[src/rtl/conv_pool_engine.sv]
// 3x3 zero-padded convolution, bias, ReLU and saturation over NUM_KER loadable kernels,
// each followed by an optional 2x2 stride-2 max-pool pass into the next layer bank.
module conv_pool_engine #(
  parameter int unsigned W_LOG2  = 6,
  parameter int unsigned H_LOG2  = 6,
  parameter int unsigned DW      = 20,
  parameter int unsigned FRAC    = 16,
  parameter int unsigned NUM_KER = 1,
  parameter int unsigned POOL_EN = 1
) (
  input  logic                     clk,
  input  logic                     reset,
  input  logic                     ready,
  output logic                     busy,
  input  logic                     kw_we,
  input  logic [1:0]               kw_sel,
  input  logic [3:0]               kw_idx,
  input  logic [DW-1:0]            kw_data,
  output logic [W_LOG2+H_LOG2-1:0] iaddr,
  input  logic [DW-1:0]            idata,
  output logic                     cwr,
  output logic [W_LOG2+H_LOG2-1:0] caddr_wr,
  output logic [DW-1:0]            cdata_wr,
  output logic                     crd,
  output logic [W_LOG2+H_LOG2-1:0] caddr_rd,
  input  logic [DW-1:0]            cdata_rd,
  output logic [2:0]               csel
);

  localparam int unsigned AW   = W_LOG2 + H_LOG2;
  localparam int unsigned PW   = AW - 2;
  localparam int unsigned ACCW = 2 * DW + 4;

  localparam logic [2:0] StIdle   = 3'd0;
  localparam logic [2:0] StConv   = 3'd1;
  localparam logic [2:0] StWb     = 3'd2;
  localparam logic [2:0] StPoolRd = 3'd3;
  localparam logic [2:0] StPoolWb = 3'd4;

  localparam logic [1:0]      LastKer = 2'(NUM_KER - 1);
  localparam logic [2:0]      L1Base  = 3'(NUM_KER + 1);
  localparam logic [ACCW-1:0] Half    = ACCW'(1) << (FRAC - 1);
  localparam logic [ACCW-1:0] MaxV    = {{(ACCW - DW + 1){1'b0}}, {(DW - 1){1'b1}}};

  logic [2:0]    state_q, state_d;
  logic [3:0]    tap_q, tap_d;
  logic [AW-1:0] pix_q, pix_d;
  logic [1:0]    kern_q, kern_d;
  logic [PW-1:0] pidx_q, pidx_d;
  logic [1:0]    rd_q, rd_d;

  logic signed [DW-1:0]   w_q [4][10];
  logic signed [DW-1:0]   tapv_q;
  logic signed [ACCW-1:0] acc_q;
  logic [DW-1:0]          res_q, res_d;
  logic [DW-1:0]          max_q;

  // Tap geometry: row/col of the 3x3 window, neighbour address and image bounds.
  logic [1:0]        row, col;
  logic [3:0]        col4;
  logic [W_LOG2-1:0] px, nx;
  logic [H_LOG2-1:0] py, ny;
  logic              in_img, fetch;
  logic [DW-1:0]     tap_val;

  always_comb begin
    row    = (tap_q >= 4'd6) ? 2'd2 : ((tap_q >= 4'd3) ? 2'd1 : 2'd0);
    col4   = tap_q - ((row == 2'd2) ? 4'd6 : ((row == 2'd1) ? 4'd3 : 4'd0));
    col    = col4[1:0];
    px     = pix_q[W_LOG2-1:0];
    py     = pix_q[AW-1:W_LOG2];
    nx     = px + W_LOG2'(col) - W_LOG2'(1);
    ny     = py + H_LOG2'(row) - H_LOG2'(1);
    in_img = !(col == 2'd0 && px == '0) && !(col == 2'd2 && (&px)) &&
             !(row == 2'd0 && py == '0) && !(row == 2'd2 && (&py));
    fetch   = (state_q == StConv) && (tap_q <= 4'd8);
    tap_val = in_img ? idata : '0;
  end

  // MAC operands: tap registered in cycle c is multiplied by weight c in cycle c+1.
  logic [3:0]               widx;
  logic signed [2*DW-1:0]   prod;
  logic signed [DW-1:0]     bias;
  logic [ACCW-1:0]          prod_ext, bias_acc;
  logic signed [ACCW-1:0]   rnd, shr;

  always_comb begin
    widx     = (tap_q == 4'd0) ? 4'd0 : tap_q - 4'd1;
    prod     = tapv_q * w_q[kern_q][widx];
    prod_ext = {{4{prod[2*DW-1]}}, prod};
    bias     = w_q[kern_q][9];
    bias_acc = {{(DW + 4 - FRAC){bias[DW-1]}}, bias, {FRAC{1'b0}}};
    rnd      = acc_q + $signed(Half);
    shr      = rnd >>> FRAC;
    if (shr[ACCW-1]) begin
      res_d = '0;
    end else if (shr > $signed(MaxV)) begin
      res_d = MaxV[DW-1:0];
    end else begin
      res_d = shr[DW-1:0];
    end
  end

  always_ff @(posedge clk or posedge reset) begin
    if (reset) begin
      tapv_q <= '0;
      acc_q  <= '0;
      res_q  <= '0;
      max_q  <= '0;
    end else begin
      if (state_q == StConv) begin
        if (tap_q <= 4'd8) tapv_q <= tap_val;
        if (tap_q == 4'd0) begin
          acc_q <= $signed(bias_acc);
        end else if (tap_q <= 4'd9) begin
          acc_q <= acc_q + $signed(prod_ext);
        end
        if (tap_q == 4'd10) res_q <= res_d;
      end
      if (state_q == StPoolRd && (rd_q == 2'd0 || $signed(cdata_rd) > $signed(max_q))) begin
        max_q <= cdata_rd;
      end
    end
  end

  always_ff @(posedge clk or posedge reset) begin
    if (reset) begin
      for (int k = 0; k < 4; k++) begin
        for (int i = 0; i < 10; i++) begin
          w_q[k][i] <= '0;
        end
      end
    end else if (kw_we && state_q == StIdle && kw_sel <= LastKer && kw_idx <= 4'd9) begin
      w_q[kw_sel][kw_idx] <= kw_data;
    end
  end

  always_comb begin
    state_d = state_q;
    tap_d   = tap_q;
    pix_d   = pix_q;
    kern_d  = kern_q;
    pidx_d  = pidx_q;
    rd_d    = rd_q;
    case (state_q)
      StIdle: begin
        tap_d  = '0;
        pix_d  = '0;
        kern_d = '0;
        if (ready) state_d = StConv;
      end
      StConv: begin
        if (tap_q == 4'd10) begin
          tap_d   = '0;
          state_d = StWb;
        end else begin
          tap_d = tap_q + 4'd1;
        end
      end
      StWb: begin
        if (!(&pix_q)) begin
          pix_d   = pix_q + 1'b1;
          state_d = StConv;
        end else begin
          pix_d = '0;
          if (POOL_EN != 0) begin
            pidx_d  = '0;
            rd_d    = '0;
            state_d = StPoolRd;
          end else if (kern_q == LastKer) begin
            state_d = StIdle;
          end else begin
            kern_d  = kern_q + 2'd1;
            state_d = StConv;
          end
        end
      end
      StPoolRd: begin
        rd_d = rd_q + 2'd1;
        if (rd_q == 2'd3) state_d = StPoolWb;
      end
      StPoolWb: begin
        if (!(&pidx_q)) begin
          pidx_d  = pidx_q + 1'b1;
          state_d = StPoolRd;
        end else begin
          pidx_d = '0;
          if (kern_q == LastKer) begin
            state_d = StIdle;
          end else begin
            kern_d  = kern_q + 2'd1;
            state_d = StConv;
          end
        end
      end
      default: state_d = StIdle;
    endcase
  end

  always_ff @(posedge clk or posedge reset) begin
    if (reset) begin
      state_q <= StIdle;
      tap_q   <= '0;
      pix_q   <= '0;
      kern_q  <= '0;
      pidx_q  <= '0;
      rd_q    <= '0;
    end else begin
      state_q <= state_d;
      tap_q   <= tap_d;
      pix_q   <= pix_d;
      kern_q  <= kern_d;
      pidx_q  <= pidx_d;
      rd_q    <= rd_d;
    end
  end

  // Outputs decode straight from state so an asynchronous reset silences them at once.
  always_comb begin
    busy     = (state_q != StIdle);
    cwr      = (state_q == StWb) || (state_q == StPoolWb);
    crd      = (state_q == StPoolRd);
    iaddr    = fetch ? (in_img ? {ny, nx} : pix_q) : '0;
    caddr_wr = '0;
    cdata_wr = '0;
    caddr_rd = '0;
    csel     = '0;
    case (state_q)
      StWb: begin
        caddr_wr = pix_q;
        cdata_wr = res_q;
        csel     = 3'd1 + {1'b0, kern_q};
      end
      StPoolRd: begin
        caddr_rd = {pidx_q[PW-1:W_LOG2-1], rd_q[1], pidx_q[W_LOG2-2:0], rd_q[0]};
        csel     = 3'd1 + {1'b0, kern_q};
      end
      StPoolWb: begin
        caddr_wr = AW'(pidx_q);
        cdata_wr = max_q;
        csel     = L1Base + {1'b0, kern_q};
      end
      default: ;
    endcase
  end

endmodule
[config.mk]
export PLATFORM = sky130hd
export DESIGN_NAME = conv_pool_engine
export DESIGN_NICKNAME = d
export VERILOG_FILES = /design/src/rtl/conv_pool_engine.sv
export SDC_FILE = /design/constraint.sdc
export NUM_CORES = 2
export LEC_CHECK = 0
export ABC_AREA = 0
export BUFFER_PORTS_ARGS = -buffer_cell sky130_fd_sc_hd__buf_2
export CAP_MARGIN = 20
export CORE_MARGIN = 1
export CORE_UTILIZATION = 55
export CTS_CLUSTER_SIZE = 8
export DETAILED_ROUTE_END_ITERATION = 10
export PLACE_DENSITY = 0.73
export SYNTH_ARGS = -nofsm -noshare
export SYNTH_HDL_FRONTEND = slang
export SYNTH_SLANG_ARGS = --single-unit
[constraint.sdc]
create_clock -name clk -period 39.3 [get_ports clk]
set_input_delay 1.965 -clock clk [delete_from_list [all_inputs] [get_ports clk]]
set_output_delay 1.965 -clock clk [all_outputs]
set_load 0.02 [all_outputs]
## Word level (Yosys, flattened, before mapping)

Index checks and enable logic that the tools add are counted.

- $add $sub $neg: 15
- $mul: 1
- $lt $le $gt $ge: 14
- Equal/unequal tests: 15
- Multiplexer cells: 46
- Bitwise gates (word level): 4
- Reductions and logical operators: 47

Operators with widths:

| kind | number |
|---|---|
| $bwmux W800 | 1 |
| $mux W200 | 3 |
| $bmux W200 S2 | 1 |
| $demux W200 S2 | 1 |
| $mux W20 | 6 |
| $mux W44 | 2 |
| $bmux W20 S4 | 1 |
| $demux W20 S4 | 1 |
| $mux W12 | 4 |
| $pmux W12 S2 | 2 |
| $add A44 B17 Y44 const B | 1 |
| $add A44 B40 Y44 | 1 |
| $mul A20 B20 Y40 | 1 |
| $pmux W20 S2 | 1 |
| $gt A28 B20 Y1 const B | 1 |
| $gt A20 B20 Y1 | 1 |
| $mux W10 | 2 |
| $pmux W10 S2 | 1 |
| $mux W2 | 8 |
| $pmux W3 S5 | 1 |
| $logic_and A1 B1 Y1 | 14 |
| $add A12 B1 Y12 const B | 1 |
| $add A6 B2 Y6 | 2 |
| $le A4 B4 Y1 const B | 3 |
| other kinds (45) | 82 |

- Register bits: 937
- Input bits: 70
- Output and inout bits: 62
- Logic and storage cells: 192

## Logic depth before layout (Yosys ltp)

- Word-level depth: 15
- Gate-level depth with buffers: 37
- Depth with buffers taken out: 32

## Least setup slack after synthesis

No wires, ideal clock.

- Path kind: register to register
- From: register tap_q[0]
- To: register acc_q[40]
- Setup time: 77 ps
- Data arrival time: 8851 ps
- Data required time: 39223 ps
- Setup slack: 30372 ps
- Cell stages (with the launch flop): 35
- Buffers on the path: 5
- Clock period less this slack: 8928 ps
- Cells stage by stage: dfrtp_1 or2_1 buf_2 o21ai_2 buf_4 buf_4 buf_4 a211oi_1 a211oi_1 a21oi_1 o22ai_1 buf_2 nand2_1 fa_1 inv_1 fa_1 inv_1 fa_1 inv_1 fa_1 fa_1 fa_1 inv_1 fa_1 inv_1 ha_1 a21oi_1 o21ai_0 or2_2 nor3_2 o21ai_0 a31oi_1 nor2b_1 o41a_1 a21oi_1

- Cells in the longest elaborated chain, start to end: 10
- Elaborated cells on any way between the ends: 14
- Classes of those cells: 2 x add/sub; 1 x mul; 1 x order compare; 6 x mux; 1 x bitwise; 3 x reduce/logical

RTL lines:

| element | line | source |
|---|---|---|
| start: declaration | 46 | `logic [3:0] tap_q, tap_d;` |
| start signal: assignment | 210 | `tap_q <= tap_d;` |
| $sub A4 B1 Y4 / $logic_not A4 Y1 (equally long branches) | 88, 113 |  |
| $mux W4 | 88 | `widx = (tap_q == 4'd0) ? 4'd0 : tap_q - 4'd1;` |
| $not A4 Y5 (implied by the code) | 89 | `prod = tapv_q * w_q[kern_q][widx];` |
| $bmux W20 S4 | 89 |  |
| $mux W20 (implied by the code) (2 in a row) | 89 |  |
| $mul A20 B20 Y40 | 89 |  |
| $add A44 B40 Y44 | 116 | `acc_q <= acc_q + $signed(prod_ext);` |
| $mux W44 | 115 | `end else if (tap_q <= 4'd9) begin` |
| $mux W44 | 113 | `if (tap_q == 4'd0) begin` |
| end signal: assignment | 114 | `acc_q <= $signed(bias_acc);` |
| end signal: assignment | 116 |  |
| end: declaration | 54 | `logic signed [ACCW-1:0] acc_q;` |

Several ways; a longest one is shown, not always the timed one. The select of a mux whose other input is x is not followed.
A chain may end at the register's enable or synchronous reset.

## Worst setup path in the final report

Ends and elaborated chain as after synthesis.

==> flow_metrics.tcl <==
set metrics [dict create \
    cts_made_buffers 136 \
    endpoint_kind "register" \
    synth_common_cells "dfrtp_1 (937), inv_1 (794), clkbuf_1 (742)" \
    tns_ps 0 \
    power.total_mw 2.08 \
    drc 0 \
    gr-total-overflow 0 \
    synth_edf_count 0 \
    avgSynthCellArea_um2 11.0 \
    synthArstFlopShare_pct 100 \
    antenna_found_initial 6 \
    p_per_area_nw_per_um2 33.9 \
    synth_top_area_share_pct 40.4 \
    dieArea_um2 107000 \
    cp_common_cell "fa_1" \
    via_per_inst 5.57 \
    grt_pass1_wl_mm 207 \
    synth_top_family_by_area "adder cells" \
    cts_root_buf "clkbuf_16" \
    wl_per_cell_um 20.6 \
    hold_ws_ps 367 \
    worst_slack_ps 28580 \
    ys_seq_elements 937 \
    crit_slowest_cell "buf_4" \
    max_stage_delay_ps 860 \
    critPathTopFamily "adder cells" \
    cts.htree.levels 4 \
    port_buffers 131 \
    placementRows 118 \
    wl_met3_mm 6.46 \
    setup_viol 0 \
    clockBufferDepth 3 \
    worst_setup_path_start_kind "register" \
    fmax_mhz 93.3 \
    syn_nets 6027 \
    synth_fa_ha_area_share_pct 21.3 \
    grt_pass1_vias 37100 \
    clock_skew_ps 36.8 \
    first_pass_iters 6 \
    wl_met1_mm 53.6 \
    core_area_um2 104000 \
    outcome "finished clean" \
    crit_buf_inv 7 \
    cts_setup_buffers 0 \
    cp.required_ps 39960 \
    drv_slew 0 \
    clk_latency_ps 740 \
    min_period_ps 10720 \
    synth_xor_area_share_pct 1.07 \
    drive_above_1_share_pct 17.1 \
    yosysUniqueCellTypes 80 \
    wl_mm 127 \
    track_usage_pct 24.9 \
    dieWidth_um 327 \
    seq_area_frac_synth_pct 40.4 \
    hold_viol 0 \
    syn_inst 5269 \
    gp_congestion 0.914 \
    dr.first_iter.drc_count 2406 \
    cts_tree "yes" \
    synthMostInstantiatedCell "dfrtp_1" \
    syn_area_um2 58100 \
    synth-simple-area-share_pct 7.67 \
    fp.dieH_um 327 \
    synth_compound_area_share_pct 5.25 \
    slew_headroom_pct 23.9 \
    min_path_type "register to register" \
    area_delta_synth_final_pct 5.95 \
    place_hpwl_mm 88.2 \
    p_leak_nw 31.1 \
    grt_max_degree 183 \
    cts_resized 0 \
    num_vias 34300 \
    fin_crit_sh_pct 27.3 \
    wl_met2_mm 63.0 \
    grt_setup_unrepaired "no" \
    drv_cap 0 \
    irDropWorstVdd_mv 0.0399 \
    worstPathMaxFanout 65 \
    critPathKind "register to register" \
    ys_top_cells_by_area "dfrtp_1 (40%), fa_1 (17%), mux4_2 (7.8%), inv_1 (5.1%), clkbuf_1 (4.8%)" \
    utilization_pct 59.1 \
    initial_core_util_pct 55.8 \
    path_clk_slew_ps 50 \
    cts_num_sinks 937 \
    dr.max_layer_used "met5" \
    cp.arrival_ps 11370 \
    yosysWarningCount 0 \
    synth_mux_area_share_pct 13.2 \
    synthFlopType "dfrtp_1" \
    ioPinCount 132 \
    drtAntennaViolNets 0 \
    hold_buffers 0 \
    synth_top_cell_by_area "dfrtp_1" \
    pre_cts_ws_ps 28530 \
    tightest_slew_ps 1140 \
    finalNetCount 5506 \
]
## state kept, by name, summed over array words and instances, names as in the netlist
register	cells
pix_q	12
kern_q	2
state_q	3
res_q	20
max_q	20
rd_q	2
tap_q	4
w_q	800
tapv_q	20
acc_q	44
pidx_q	10
## through the flow
step	cells	cell area, um2
2_1_floorplan	5269	58100
6_report	6150	61500
3_5_place_dp	5986	57600
5_1_grt	6150	61500
4_1_cts	6145	61400
3_3_place_gp	5985	57600
## cells by family after synthesis
group                      after synthesis
buffers and inverters                 1656
DFF                                    937
and+or+nand+nor                        930
adders and majority gates              688
AOI/OAI and AO/OA                      500
muxes                                  487
xor gates and xnor gates                71
## final timing paths
check                      cells past startpoint  slack, ps        end      from
setup / recovery                              32      28580  acc_q[40]  tap_q[0]
hold / removal                                 0        370   w_q[291]  w_q[291]
setup reg to reg                              32      28580  acc_q[40]  tap_q[0]
hold reg to reg                                0        370   w_q[291]  w_q[291]
max in group asynchronous                      7      34730   w_q[689]     reset
min in group asynchronous                      2       1410   pix_q[3]     reset
## power by group
part           leakage (nW)  switching, mW  internal (mW)
logic                  16.3         0.0332         0.0124
registers              13.0        0.00631          0.977
clock network          1.85          0.422          0.632
total                  31.1          0.462           1.62
## layout by cell type, fill, tap and decap left out, types with 14 or more instances in the layout
cell type  instances
fa_1             501
nand4_1           18
inv_1            793
and2_1           156
and3_1            26
nand2b_1          14
buf_2            131
o22ai_1           17
nand2_1          439
mux2_2           220
buf_4             64
nor3_1            16
clkbuf_16        138
dfrtp_1          935
o21ai_0          140
xor2_1            15
mux2i_1           65
o21ai_1           14
a21o_1            33
xnor2_1           56
mux4_2           200
ha_1             187
nor2b_1           51
a211oi_1          70
a21oi_1          126
nand3_1           38
nor2_1           127
## per-layer routing
| layer | up-vias | global-route usage (%) |
|---|---|---|
| li1 | 15300 | - |
| met1 | 17800 | 34.4 |
| met2 | 960 | 40.9 |
| met3 | 247 | 3.91 |
| met4 | 4 | 7.48 |
| met5 | - | 0 |
## layout make-up
type                    count  area (um2)
clock inverters            14         288
well taps                1380        1730
fillers                  8070       42600
inverters                 795        2990
multi-input cells        2676       28200
flip-flops and latches    937       23500
diodes                      1        2.50
repair buffers            202        1290
clock buffers             145        3510
No activity file was read; power rests on OpenSTA's default activity.
